## config.mk

```make
export PLATFORM = sky130hd
export DESIGN_NAME = datapath_sequencer
export DESIGN_NICKNAME = d
export VERILOG_FILES = /design/src/rtl/datapath_sequencer.sv
export SDC_FILE = /design/constraint.sdc
export NUM_CORES = 1
export LEC_CHECK = 0
export ABC_AREA = 1
export BUFFER_PORTS_ARGS = -buffer_cell sky130_fd_sc_hd__buf_2
export CAP_MARGIN = 0
export CORE_UTILIZATION = 52
export DETAILED_ROUTE_END_ITERATION = 12
export GPL_TIMING_DRIVEN = 1
export PLACE_DENSITY_LB_ADDON = 0.08
export SYNTH_ARGS = -nofsm -noshare
export SYNTH_HDL_FRONTEND = slang
export SYNTH_SLANG_ARGS = --single-unit
```

## constraint.sdc

```tcl
create_clock -name clk -period 2.66 [get_ports clk]
set_clock_uncertainty 0.1 [all_clocks]
set_input_delay 0.133 -clock clk [delete_from_list [all_inputs] [get_ports clk]]
set_output_delay 0.133 -clock clk [all_outputs]
set_load 0.005 [all_outputs]
```

## src/rtl/datapath_sequencer.sv

```systemverilog
// Multi-cycle control FSM for the register-file / ALU / data-memory datapath.
// Fetches, decodes and sequences each instruction with ready handshakes; all outputs are flops.
module datapath_sequencer #(
  parameter int unsigned PC_W  = 10,
  parameter int unsigned CNT_W = 16
) (
  input  logic             clk,
  input  logic             rst,
  input  logic             start,
  input  logic [31:0]      instr,
  input  logic             imem_ready,
  input  logic             mem_ready,
  output logic [PC_W-1:0]  pc,
  output logic             imem_req,
  output logic [9:0]       reg1,
  output logic [9:0]       reg2,
  output logic [9:0]       write_address_reg,
  output logic             reg_we,
  output logic             wb_sel,
  output logic             alu_en,
  output logic [9:0]       address_mem,
  output logic             mem_re,
  output logic             mem_we,
  output logic             busy,
  output logic             done,
  output logic [CNT_W-1:0] retired
);

  typedef enum logic [2:0] {
    StIdle, StFetch, StDecode, StExec, StMem, StWb, StDone
  } state_e;

  localparam logic [1:0] OpAlu   = 2'b00;
  localparam logic [1:0] OpLoad  = 2'b01;
  localparam logic [1:0] OpStore = 2'b10;

  state_e           state_q, state_d;
  logic [1:0]       op_q;
  logic [PC_W-1:0]  pc_q;
  logic [CNT_W-1:0] retired_q;
  logic [9:0]       reg1_q, reg2_q, wr_addr_q, addr_mem_q;
  logic             imem_req_q, reg_we_q, wb_sel_q, alu_en_q;
  logic             mem_re_q, mem_we_q, busy_q, done_q;
  logic             fetch_ok, retire, restart;

  assign fetch_ok = (state_q == StFetch) && imem_ready;
  assign restart  = ((state_q == StIdle) || (state_q == StDone)) && start;

  always_comb begin
    state_d = state_q;
    retire  = 1'b0;
    unique case (state_q)
      StIdle, StDone: if (start) state_d = StFetch;
      StFetch:        if (imem_ready) state_d = StDecode;
      StDecode: begin
        case (op_q)
          OpAlu:           state_d = StExec;
          OpLoad, OpStore: state_d = StMem;
          default: begin
            state_d = StDone;
            retire  = 1'b1;
          end
        endcase
      end
      StExec: state_d = StWb;
      StMem: begin
        if (mem_ready) begin
          if (op_q == OpLoad) begin
            state_d = StWb;
          end else begin
            state_d = StFetch;
            retire  = 1'b1;
          end
        end
      end
      StWb: begin
        state_d = StFetch;
        retire  = 1'b1;
      end
      default: state_d = StIdle;
    endcase
  end

  always_ff @(posedge clk or posedge rst) begin
    if (rst) begin
      state_q <= StIdle;
    end else begin
      state_q <= state_d;
    end
  end

  // Operand fields are captured on fetch accept so they are already valid during DECODE.
  always_ff @(posedge clk or posedge rst) begin
    if (rst) begin
      op_q       <= '0;
      pc_q       <= '0;
      retired_q  <= '0;
      reg1_q     <= '0;
      reg2_q     <= '0;
      wr_addr_q  <= '0;
      addr_mem_q <= '0;
    end else begin
      if (restart) begin
        pc_q      <= '0;
        retired_q <= '0;
      end else begin
        if (fetch_ok) pc_q <= pc_q + PC_W'(1);
        if (retire)   retired_q <= retired_q + CNT_W'(1);
      end
      if (fetch_ok) begin
        op_q       <= instr[31:30];
        wr_addr_q  <= instr[29:20];
        reg1_q     <= instr[19:10];
        reg2_q     <= instr[9:0];
        addr_mem_q <= instr[9:0];
      end
    end
  end

  // Strobes are decoded from the next state so they line up with the state they belong to.
  always_ff @(posedge clk or posedge rst) begin
    if (rst) begin
      imem_req_q <= 1'b0;
      reg_we_q   <= 1'b0;
      wb_sel_q   <= 1'b0;
      alu_en_q   <= 1'b0;
      mem_re_q   <= 1'b0;
      mem_we_q   <= 1'b0;
      busy_q     <= 1'b0;
      done_q     <= 1'b0;
    end else begin
      imem_req_q <= (state_d == StFetch);
      reg_we_q   <= (state_d == StWb);
      wb_sel_q   <= (state_d == StWb) && (op_q == OpLoad);
      alu_en_q   <= (state_d == StExec);
      mem_re_q   <= (state_d == StMem) && (op_q == OpLoad);
      mem_we_q   <= (state_d == StMem) && (op_q == OpStore);
      busy_q     <= (state_d != StIdle) && (state_d != StDone);
      done_q     <= (state_d == StDone);
    end
  end

  assign pc                = pc_q;
  assign imem_req          = imem_req_q;
  assign reg1              = reg1_q;
  assign reg2              = reg2_q;
  assign write_address_reg = wr_addr_q;
  assign reg_we            = reg_we_q;
  assign wb_sel            = wb_sel_q;
  assign alu_en            = alu_en_q;
  assign address_mem       = addr_mem_q;
  assign mem_re            = mem_re_q;
  assign mem_we            = mem_we_q;
  assign busy              = busy_q;
  assign done              = done_q;
  assign retired           = retired_q;

endmodule
```

==> qor.yml <==
path_clk_slew_ns: 0.08
grt_max_degree: 27
yosysTopAreaCell: "dfrtp_1"
yosys_warnings: 0
port_buffers: 110
cap_violations: 0
num_rows: 30
cts_setup_buffers: 0
synth_edf_count: 0
post-place-ws_ns: 0.746
htree_levels: 3
final_max_slew_viol_count: 0
worst_slack_ns: 0.683
cts_tree: "done"
ys.flop_type: "dfrtp_1"
cts.path.max_buffers: 2
p_per_area_nw_per_um2: 858
wl_um: 8320
required_ns: 2.84
yosys_register_bits: 69
setup_tns_ns: 0
gp_congestion: 0.863
cts_buffers: 9
hpwl_um: 5510
layout.nets: 625
hold_slack_ns: 0.0602
synth.most_common_cell: "nand2_1"
final_hold_viol_count: 0
min_path_type: "in2reg"
die-area_um2: 7310
max_clock_freq_mhz: 506
yosysUniqueCellTypes: 37
grtUsageTotal_pct: 24.0
die_h_um: 85.5
p_leak_uw: 0.00263
die_w_um: 85.5
synth_nets: 491
clk_latency_ns: 0.34
ctsResizeCount: 0
drc_errors: 0
synthToLayoutAreaGrowth_pct: 28.1
gr-total-overflow: 0
detail_route.first_pass.iterations: 6
ir_drop_uv: 483
drt_iter0_drc: 209
period_share_pct: 74.3
synth_top_area_share_pct: 47.6
ant_nets: 0
worst_setup_path_end_kind: "flip-flop"
start_util_pct: 53.7
cts_root_buffer: "clkbuf_8"
cts-hold-fix-buffers: 33
synth_area_leaders: "dfrtp_1 48%, nand2_1 17%, nand3_1 4.3%"
routed-via-count: 3334
ys_seq_area_share_pct: 47.6
grt_pass1_wl_um: 13900
synth_common_cells: "169 x nand2_1, 69 x dfrtp_1, 34 x inv_1"
antenna_found_initial: 0
cts_num_sinks: 69
num_antenna_cells: 0
syn_inst: 447
worst-path-max-fanout: 23
core-area_um2: 6760
async_flop_share_pct: 100
min_period_ns: 1.98
rsz0062_at_grt: "false"
criticalPathCategory: "reg2reg"
pin_count: 111
status: "finished, final reports clean"
wire_per_inst_um: 12.5
syn_avg_cell_area_um2: 8.11
cp.arrival_ns: 2.15
drive_gt1_share_pct: 28.2
relSlewSlack_pct: 71.4
grt_pass1_vias: 3154
worst_pin_slew_ns: 0.428
synthesis.area_um2: 3630
start_kind: "flip-flop"
viasPerCell: 5.01
setup_viol: 0
largest_reg_flops: 16
## logic make-up after synthesis
family	share of synthesized area [%]
and+or+nand+nor	35.5
DFF	47.6
buffers and inverters	9.59
AOI/OAI and AO/OA	3.90
adders and majority gates	2.42
xor gates and xnor gates	0.966
## critical path: stages, from the launching register on
cell     delay, ns
dfrtp_1       0.53
inv_2         0.15
nand3_2       0.10
inv_2         0.08
nand2_4       0.12
inv_2         0.35
buf_4         0.30
nand2_1       0.10
nand2_1       0.08
## final cells by class
class | instances | area, um^2
fill | 555 | 2110
sequential | 69 | 1730
multi-input combinational | 313 | 1550
timing repair buffer | 147 | 911
inverter | 41 | 164
clock buffer | 12 | 145
tap | 80 | 100
clock inverter | 4 | 47.5
## per-layer routing
layer,share of wire (%),wire [um],GRT usage [%],up-vias
li1,-,-,-,1675
met1,46,3790,30.4,1553
met2,48,3990,40.1,90
met3,4.4,367,4.62,16
met4,2.1,173,11.4,0
met5,0,0,0,-
## worst paths after layout
kind	cells after the start	to	slack (ns)	from
hold reg to reg	2	write_address_reg[7]$_DFFE_PP0P_	0.39	write_address_reg[7]$_DFFE_PP0P_
hold / removal	3	state_q[0]$_DFF_PP0_	0.06	start
min in group asynchronous	3	alu_en$_DFF_PP0_	0.23	rst
max in group asynchronous	4	retired[10]$_DFFE_PP0P_	1.51	rst
setup / recovery	8	write_address_reg[5]$_DFFE_PP0P_	0.68	state_q[1]$_DFF_PP0_
setup reg to reg	8	write_address_reg[5]$_DFFE_PP0P_	0.68	state_q[1]$_DFF_PP0_
## placed cells by master, fill, tap and decap left out, drive strengths merged
master and n:
nand2 182, a21oi 7, or2 1, xor2 3
o21bai 1, buf 114, nor2 37, dfrtp 69
nand3 36, nand3b 1, ha 7, clkbuf 12
nor3 3, clkinv 2, xnor2 1, clkinvlp 1
dlygate4sd3 33, bufinv 1, o21ai 10, inv 41
nand4 19, a21o 1, o31ai 1, o211ai 3
## power by group
part | switching [uW] | total [uW] | internal (uW)
sequential | 262 | 1630 | 1360
combinational | 902 | 1510 | 607
clock | 393 | 849 | 457
## through the flow
stage | instance area, um^2 | utilization (%) | total power [uW] | instances
floorplan | 3630 | - | 2720 | 447
global placement | 4120 | 61.0 | 3070 | 617
detailed placement | 4120 | 61.0 | 3110 | 617
CTS | 4650 | 68.8 | 4000 | 666
global route | 4650 | 68.8 | 4300 | 666
finish | 4650 | 68.8 | 3980 | 666
No activity file was read; power rests on OpenSTA's default activity.
